===== src/rtl/seg_pkg.sv =====
// Shared glyph table and helpers for the hexadecimal 7-segment display controller.
// Segment order is {a,b,c,d,e,f,g,dp}; glyph constants are active-high.
package seg_pkg;

  localparam logic [7:0] SEG_OFF = 8'hFF;

  localparam logic [7:0] GLYPH_0 = 8'hFC;
  localparam logic [7:0] GLYPH_1 = 8'h60;
  localparam logic [7:0] GLYPH_2 = 8'hDA;
  localparam logic [7:0] GLYPH_3 = 8'hF2;
  localparam logic [7:0] GLYPH_4 = 8'h66;
  localparam logic [7:0] GLYPH_5 = 8'hB6;
  localparam logic [7:0] GLYPH_6 = 8'hBE;
  localparam logic [7:0] GLYPH_7 = 8'hE0;
  localparam logic [7:0] GLYPH_8 = 8'hFE;
  localparam logic [7:0] GLYPH_9 = 8'hF6;
  localparam logic [7:0] GLYPH_A = 8'hEE;
  localparam logic [7:0] GLYPH_B = 8'h3E;
  localparam logic [7:0] GLYPH_C = 8'h9C;
  localparam logic [7:0] GLYPH_D = 8'h7A;
  localparam logic [7:0] GLYPH_E = 8'h9E;
  localparam logic [7:0] GLYPH_F = 8'h8E;

  // Returns active-low segments with the decimal point merged into bit 0.
  function automatic logic [7:0] hex_glyph(input logic [3:0] nibble, input logic dp);
    logic [7:0] g;
    case (nibble)
      4'h0:    g = GLYPH_0;
      4'h1:    g = GLYPH_1;
      4'h2:    g = GLYPH_2;
      4'h3:    g = GLYPH_3;
      4'h4:    g = GLYPH_4;
      4'h5:    g = GLYPH_5;
      4'h6:    g = GLYPH_6;
      4'h7:    g = GLYPH_7;
      4'h8:    g = GLYPH_8;
      4'h9:    g = GLYPH_9;
      4'hA:    g = GLYPH_A;
      4'hB:    g = GLYPH_B;
      4'hC:    g = GLYPH_C;
      4'hD:    g = GLYPH_D;
      4'hE:    g = GLYPH_E;
      default: g = GLYPH_F;
    endcase
    return ~{g[7:1], dp};
  endfunction

endpackage


===== src/rtl/seg_hex_glyph.sv =====
// Combinational single-digit decoder: hex nibble to active-low segments.
// When off is set only the decimal point can light (leading-zero suppression).
module seg_hex_glyph
  import seg_pkg::*;
(
  input  logic [3:0] nibble,
  input  logic       dp,
  input  logic       off,
  output logic [7:0] seg
);

  always_comb begin
    if (off) begin
      seg = {7'h7F, ~dp};
    end else begin
      seg = hex_glyph(nibble, dp);
    end
  end

endmodule


===== src/rtl/seg_disp_ctrl.sv =====
// Multi-digit hex 7-segment display controller with static or multiplexed scan drive.
// Frames arrive over valid/ready; scan mode double-buffers so a frame never tears.
module seg_disp_ctrl
  import seg_pkg::*;
#(
  parameter int unsigned DIGITS    = 8,
  parameter int unsigned SCAN      = 0,
  parameter int unsigned SCAN_DIV  = 1000,
  parameter int unsigned BLINK_DIV = 25000000
) (
  input  logic                  clk,
  input  logic                  rst,
  input  logic                  load_valid,
  output logic                  load_ready,
  input  logic [4*DIGITS-1:0]   load_data,
  input  logic [DIGITS-1:0]     load_dp,
  input  logic [DIGITS-1:0]     load_blank,
  input  logic [DIGITS-1:0]     load_blink,
  input  logic                  load_lz,
  output logic [8*DIGITS-1:0]   seg_out,
  output logic [7:0]            seg_scan,
  output logic [DIGITS-1:0]     an_out
);

  localparam int unsigned BW = (BLINK_DIV > 1) ? $clog2(BLINK_DIV) : 1;

  // Active (displayed) frame
  logic [4*DIGITS-1:0] data_q;
  logic [DIGITS-1:0]   dp_q;
  logic [DIGITS-1:0]   blank_q;
  logic [DIGITS-1:0]   blink_q;
  logic                lz_q;

  logic [BW-1:0]       blink_cnt_q;
  logic                phase_q;
  logic [DIGITS-1:0]   supp;
  logic [DIGITS-1:0]   dark;
  logic                lz_run;
  logic                xfer;

  assign xfer = load_valid & load_ready;

  // Free-running blink timebase; frame loads never disturb it.
  always_ff @(posedge clk or posedge rst) begin
    if (rst) begin
      blink_cnt_q <= '0;
      phase_q     <= 1'b0;
    end else if (blink_cnt_q == BW'(BLINK_DIV - 1)) begin
      blink_cnt_q <= '0;
      phase_q     <= ~phase_q;
    end else begin
      blink_cnt_q <= blink_cnt_q + 1'b1;
    end
  end

  // A digit is suppressed while it and every higher digit hold zero; blanking is ignored here.
  always_comb begin
    lz_run = lz_q;
    supp   = '0;
    for (int i = int'(DIGITS) - 1; i >= 0; i--) begin
      lz_run  = lz_run & (data_q[4*i +: 4] == 4'h0);
      supp[i] = lz_run;
    end
    supp[0] = 1'b0;
  end

  assign dark = blank_q | (blink_q & {DIGITS{phase_q}});

  if (SCAN == 0) begin : g_static

    logic [8*DIGITS-1:0] glyph;
    logic [8*DIGITS-1:0] seg_d;
    logic [8*DIGITS-1:0] seg_q;

    for (genvar g = 0; g < DIGITS; g++) begin : g_digit
      seg_hex_glyph u_glyph (
        .nibble (data_q[4*g +: 4]),
        .dp     (dp_q[g]),
        .off    (supp[g]),
        .seg    (glyph[8*g +: 8])
      );
      assign seg_d[8*g +: 8] = dark[g] ? SEG_OFF : glyph[8*g +: 8];
    end

    always_ff @(posedge clk or posedge rst) begin
      if (rst) begin
        data_q  <= '0;
        dp_q    <= '0;
        blank_q <= '1;
        blink_q <= '0;
        lz_q    <= 1'b0;
        seg_q   <= '1;
      end else begin
        if (xfer) begin
          data_q  <= load_data;
          dp_q    <= load_dp;
          blank_q <= load_blank;
          blink_q <= load_blink;
          lz_q    <= load_lz;
        end
        seg_q <= seg_d;
      end
    end

    assign load_ready = ~rst;
    assign seg_out    = seg_q;
    assign seg_scan   = SEG_OFF;
    assign an_out     = '1;

  end else begin : g_scan

    localparam int unsigned SW = (SCAN_DIV > 1) ? $clog2(SCAN_DIV) : 1;
    localparam int unsigned IW = (DIGITS > 1) ? $clog2(DIGITS) : 1;

    logic [SW-1:0]       cnt_q;
    logic [IW-1:0]       idx_q;
    logic                pending_q;
    logic [4*DIGITS-1:0] sh_data_q;
    logic [DIGITS-1:0]   sh_dp_q;
    logic [DIGITS-1:0]   sh_blank_q;
    logic [DIGITS-1:0]   sh_blink_q;
    logic                sh_lz_q;
    logic [7:0]          seg_scan_q;
    logic [DIGITS-1:0]   an_q;

    logic [3:0]          cur_nibble;
    logic                cur_dp;
    logic                cur_supp;
    logic                cur_dark;
    logic [7:0]          cur_glyph;
    logic [DIGITS-1:0]   an_d;
    logic                dwell_wrap;
    logic                frame_end;

    always_comb begin
      cur_nibble = '0;
      cur_dp     = 1'b0;
      cur_supp   = 1'b0;
      cur_dark   = 1'b0;
      an_d       = '1;
      for (int i = 0; i < int'(DIGITS); i++) begin
        if (idx_q == IW'(i)) begin
          cur_nibble = data_q[4*i +: 4];
          cur_dp     = dp_q[i];
          cur_supp   = supp[i];
          cur_dark   = dark[i];
          an_d[i]    = 1'b0;
        end
      end
    end

    seg_hex_glyph u_glyph (
      .nibble (cur_nibble),
      .dp     (cur_dp),
      .off    (cur_supp),
      .seg    (cur_glyph)
    );

    assign dwell_wrap = (cnt_q == SW'(SCAN_DIV - 1));
    assign frame_end  = dwell_wrap && (idx_q == IW'(DIGITS - 1));

    always_ff @(posedge clk or posedge rst) begin
      if (rst) begin
        cnt_q      <= '0;
        idx_q      <= '0;
        pending_q  <= 1'b0;
        data_q     <= '0;
        dp_q       <= '0;
        blank_q    <= '1;
        blink_q    <= '0;
        lz_q       <= 1'b0;
        sh_data_q  <= '0;
        sh_dp_q    <= '0;
        sh_blank_q <= '1;
        sh_blink_q <= '0;
        sh_lz_q    <= 1'b0;
        seg_scan_q <= SEG_OFF;
        an_q       <= '1;
      end else begin
        if (dwell_wrap) begin
          cnt_q <= '0;
          idx_q <= (idx_q == IW'(DIGITS - 1)) ? '0 : idx_q + 1'b1;
        end else begin
          cnt_q <= cnt_q + 1'b1;
        end
        // Swap only at the frame boundary; a transfer on this same edge lands in the shadow.
        if (frame_end && pending_q) begin
          data_q    <= sh_data_q;
          dp_q      <= sh_dp_q;
          blank_q   <= sh_blank_q;
          blink_q   <= sh_blink_q;
          lz_q      <= sh_lz_q;
          pending_q <= 1'b0;
        end
        if (xfer) begin
          sh_data_q  <= load_data;
          sh_dp_q    <= load_dp;
          sh_blank_q <= load_blank;
          sh_blink_q <= load_blink;
          sh_lz_q    <= load_lz;
          pending_q  <= 1'b1;
        end
        seg_scan_q <= cur_dark ? SEG_OFF : cur_glyph;
        an_q       <= an_d;
      end
    end

    assign load_ready = ~rst & ~pending_q;
    assign seg_out    = '1;
    assign seg_scan   = seg_scan_q;
    assign an_out     = an_q;

  end

endmodule


===== config.mk =====
export PLATFORM = sky130hd
export DESIGN_NAME = seg_disp_ctrl
export DESIGN_NICKNAME = d
export VERILOG_FILES = /design/src/rtl/seg_pkg.sv /design/src/rtl/seg_hex_glyph.sv /design/src/rtl/seg_disp_ctrl.sv
export SDC_FILE = /design/constraint.sdc
export NUM_CORES = 1
export LEC_CHECK = 0
export CORE_ASPECT_RATIO = 0.7
export CORE_UTILIZATION = 40
export DETAILED_ROUTE_END_ITERATION = 7
export PLACE_DENSITY_LB_ADDON = 0.15
export SLEW_MARGIN = 20
export SYNTH_ARGS = -nofsm -noshare
export SYNTH_HDL_FRONTEND = slang
export SYNTH_SLANG_ARGS = --single-unit

===== constraint.sdc =====
create_clock -name clk -period 4.8 [get_ports clk]
set_input_delay 0.96 -clock clk [delete_from_list [all_inputs] [get_ports clk]]
set_output_delay 0.96 -clock clk [all_outputs]
set_load 0.02 [all_outputs]

==> key figures <==
Synthesis
  • Ys async rst share: 100%
  • Commonest register cell after synthesis: dfrtp_1
  • Syn avg cell area: 10.8 um2
  • #FFs+latches synth: 147
  • Synth top cells by count: dfrtp_1 (75), nand2_1 (73), dfstp_2 (72)
  • Total of warnings raised by yosys: 0
  • Yosys cell types: 55
  • Top cells by area, synth: dfstp_2 (26%), dfrtp_1 (26%), ha_1 (7.0%)
  • Synth Instances: 682
  • Post-synthesis sequential area ratio: 51.4%
  • Post-synthesis cell area: 7330 um2
  • Area leader, netlist: dfstp_2
  • Area share of the largest cell type after synthesis: 25.8%
  • Count leader, synth: dfrtp_1
  • EDFF count, synth: 0

Critical path
  • Most frequent CP cell: clkdlybuf4s50_1
  • Worst path buffer plus inverter count: 3
  • R2r endpoint: seg_out[18]
  • CP Data Arrival Time: 2.28 ns
  • Req. time, crit path: 3.84 ns
  • Worst path max stage delay: 0.58 ns
  • CP Cell Sequence: clkdlybuf4s50_1, clkinvlp_4, clkdlybuf4s50_1
  • Crit-path leading delay family: buffers and inverters
  • R2R cell count: 6
  • CP Launch Type: input port
  • Kind of critical path: in -> out
  • Worst R2R Start: data_q[20]
  • CP max-delay cell: clkdlybuf4s50_1
  • Worst Setup End Kind: output port
  • R2R setup slack: 2.48 ns
  • CP Max Fanout: 2

Drt
  • 1st-iter DRT viols: 339
  • Number of routed nets with antenna violations: 0
  • Routed wire per std cell: 15.3 um
  • Routed via count: 5288
  • DRC Markers: 0
  • Via/cell ratio: 5.06
  • Total Wirelength: 16.0 mm
  • Drt first pass iters: 7

GRT
  • GRT overflow: 0
  • Largest net degree at the start of global routing: 76
  • Vias in the first global route: 5081
  • GRT Util Overall: 18.0%
  • Initial antenna violation count: 0
  • First-pass GRT wire length: 25.9 mm

Placed design
  • Dpl ws: 1.41 ns
  • Buffers on Ports: 124
  • DP Cell Count: 1013
  • RePlAce Congestion: 0.829
  • Dpl hpwl: 11.2 mm

Job
  • Max_cap viols: 0

Clocking
  • Reg clk slew, reported paths: 0.06 ns
  • Bufs on Longest Clock Path: 2
  • Hold_buf cts: 0
  • Clk sinks: 147
  • CTS tree: built
  • Num CTS Buffers: 17
  • Clock Latency Late Sink: 0.42 ns
  • Post-CTS sizing: 0
  • Clk root buf: clkbuf_16
  • H-tree depth: 4
  • # Post-CTS Setup Buffers: 0

Floorplanning
  • Core area: 18000 um2
  • Die Width: 164 um
  • Initial Utilization: 40.8%
  • DIE AREA: 18900 um2
  • Die Ht: 115 um
  • Num rows: 41
  • Top-Level Pins: 141

Cells and area
  • Syn-to-layout area delta: 27.3%
  • Fillers: 1585
  • Number of diodes: 0
  • Layout cells sized above 1: 19.5%
  • Non-Filler Instances: 1045
  • Net count, final: 897

Power and ir drop
  • Pwr per Cell Area: 421 nW/um2
  • Static Leakage: 3.82 nW
  • Design Power: 0.00393 W
  • VDD IR-drop max: 0.215 mV

STA
  • Slew @ Worst Pin: 0.926 ns
  • Final hold viol count: 0
  • Fin Setup TNS: 0 ns
  • Max-slew violations: 0
  • Final setup vio count: 0
  • RSZ-0062 raised after global routing: no
  • Setup WS post-layout: 1.56 ns
  • F_max: 0.309 GHz
  • Period minus WS final: 3.24 ns
  • Period utilization: 67.5%
  • Slew HR: 38.3%
  • Setup Skew: 0.00628 ns

Worst hold path
  • Hold Path Sink: seg_out[48]
  • Worst hold path depth: 1
  • Hold_sp: dp_q[6]
  • Hold Path Class: reg -> reg

Run status
  • Outcome: finished clean
[power by group]
group          switching, W  total [W]  internal (W)  leakage, nW
sequential         0.000148    0.00166       0.00151         1.69
clock              0.000502    0.00136      0.000857        0.301
combinational      0.000474   0.000917      0.000443         1.82
total               0.00112    0.00393       0.00281         3.82
[layout make-up]
cell class / count / area [um2] / area share [%]
sequential: 147 / 3770 / 40.4
multi-input combinational: 474 / 3280 / 35.2
timing repair buffer: 128 / 1270 / 13.6
clock buffer: 23 / 478 / 5.12
tap: 236 / 295 / 3.16
clock inverter: 9 / 128 / 1.37
inverter: 28 / 109 / 1.17
[stage by stage]
stage	util, %	area [um2]	hold WS (ns)
5_1_grt	52.0	9330	0.417
3_3_place_gp	48.6	8720	0.377
2_1_floorplan	-	7390	0.368
4_1_cts	51.9	9330	0.395
3_5_place_dp	48.6	8720	0.385
6_report	52.0	9330	0.390
[placed cells by master (no fill, tap or decap), types with 7 or more instances in the layout]
master	Yosys	layout
a21oi_1	30	30
clkbuf_16	0	17
clkdlybuf4s50_1	0	124
conb_1	1	16
dfrtp_1	75	75
dfstp_2	72	72
ha_1	41	41
inv_1	28	27
mux2_2	39	39
nand2_1	73	73
nand2b_1	13	13
nand3_1	28	28
nor2_1	20	20
nor2b_1	22	21
o211ai_1	41	41
o21a_1	9	9
o21ai_0	41	41
o311ai_0	9	9
or3_1	7	7
xnor2_1	7	7
xor2_1	7	7
[state kept, by name (all words and copies together) (netlist names)]
name	count
seg_out	64
data_q	32
blink_cnt_q	25
blank_q	8
blink_q	8
dp_q	8
lz_q	1
phase_q	1
[layer usage]
metal  GRT usage [%]  up-vias  wire (um)
met1            25.9     2538       8050
met2            26.7      144       7040
met3            4.76        8        795
met4            4.69        0        131
met5               0        -          0
li1                -     2598          -
[kinds of logic after synthesis]
| kind of cell | after synthesis | synth area share, % |
|---|---|---|
| compound gates | 153 | 13.5 |
| xor+xnor | 14 | 1.67 |
| fa+ha+maj | 41 | 7.00 |
| buf+inv | 76 | 4.79 |
| flops | 147 | 51.4 |
| mux | 42 | 6.40 |
| other cells | 1 | 0.0511 |
| simple gates | 208 | 15.2 |
[worst max-delay path by stage]
| stage | startpoint | end | cells after the start |
|---|---|---|---|
| floorplan | rst | load_ready | 1 |
| global placement | rst | data_q[13] | 4 |
| detailed placement | rst | data_q[13] | 4 |
| CTS | rst | load_ready | 3 |
| global route | rst | load_ready | 3 |
| finish | rst | load_ready | 3 |
(Power assumes the default switching activity.)
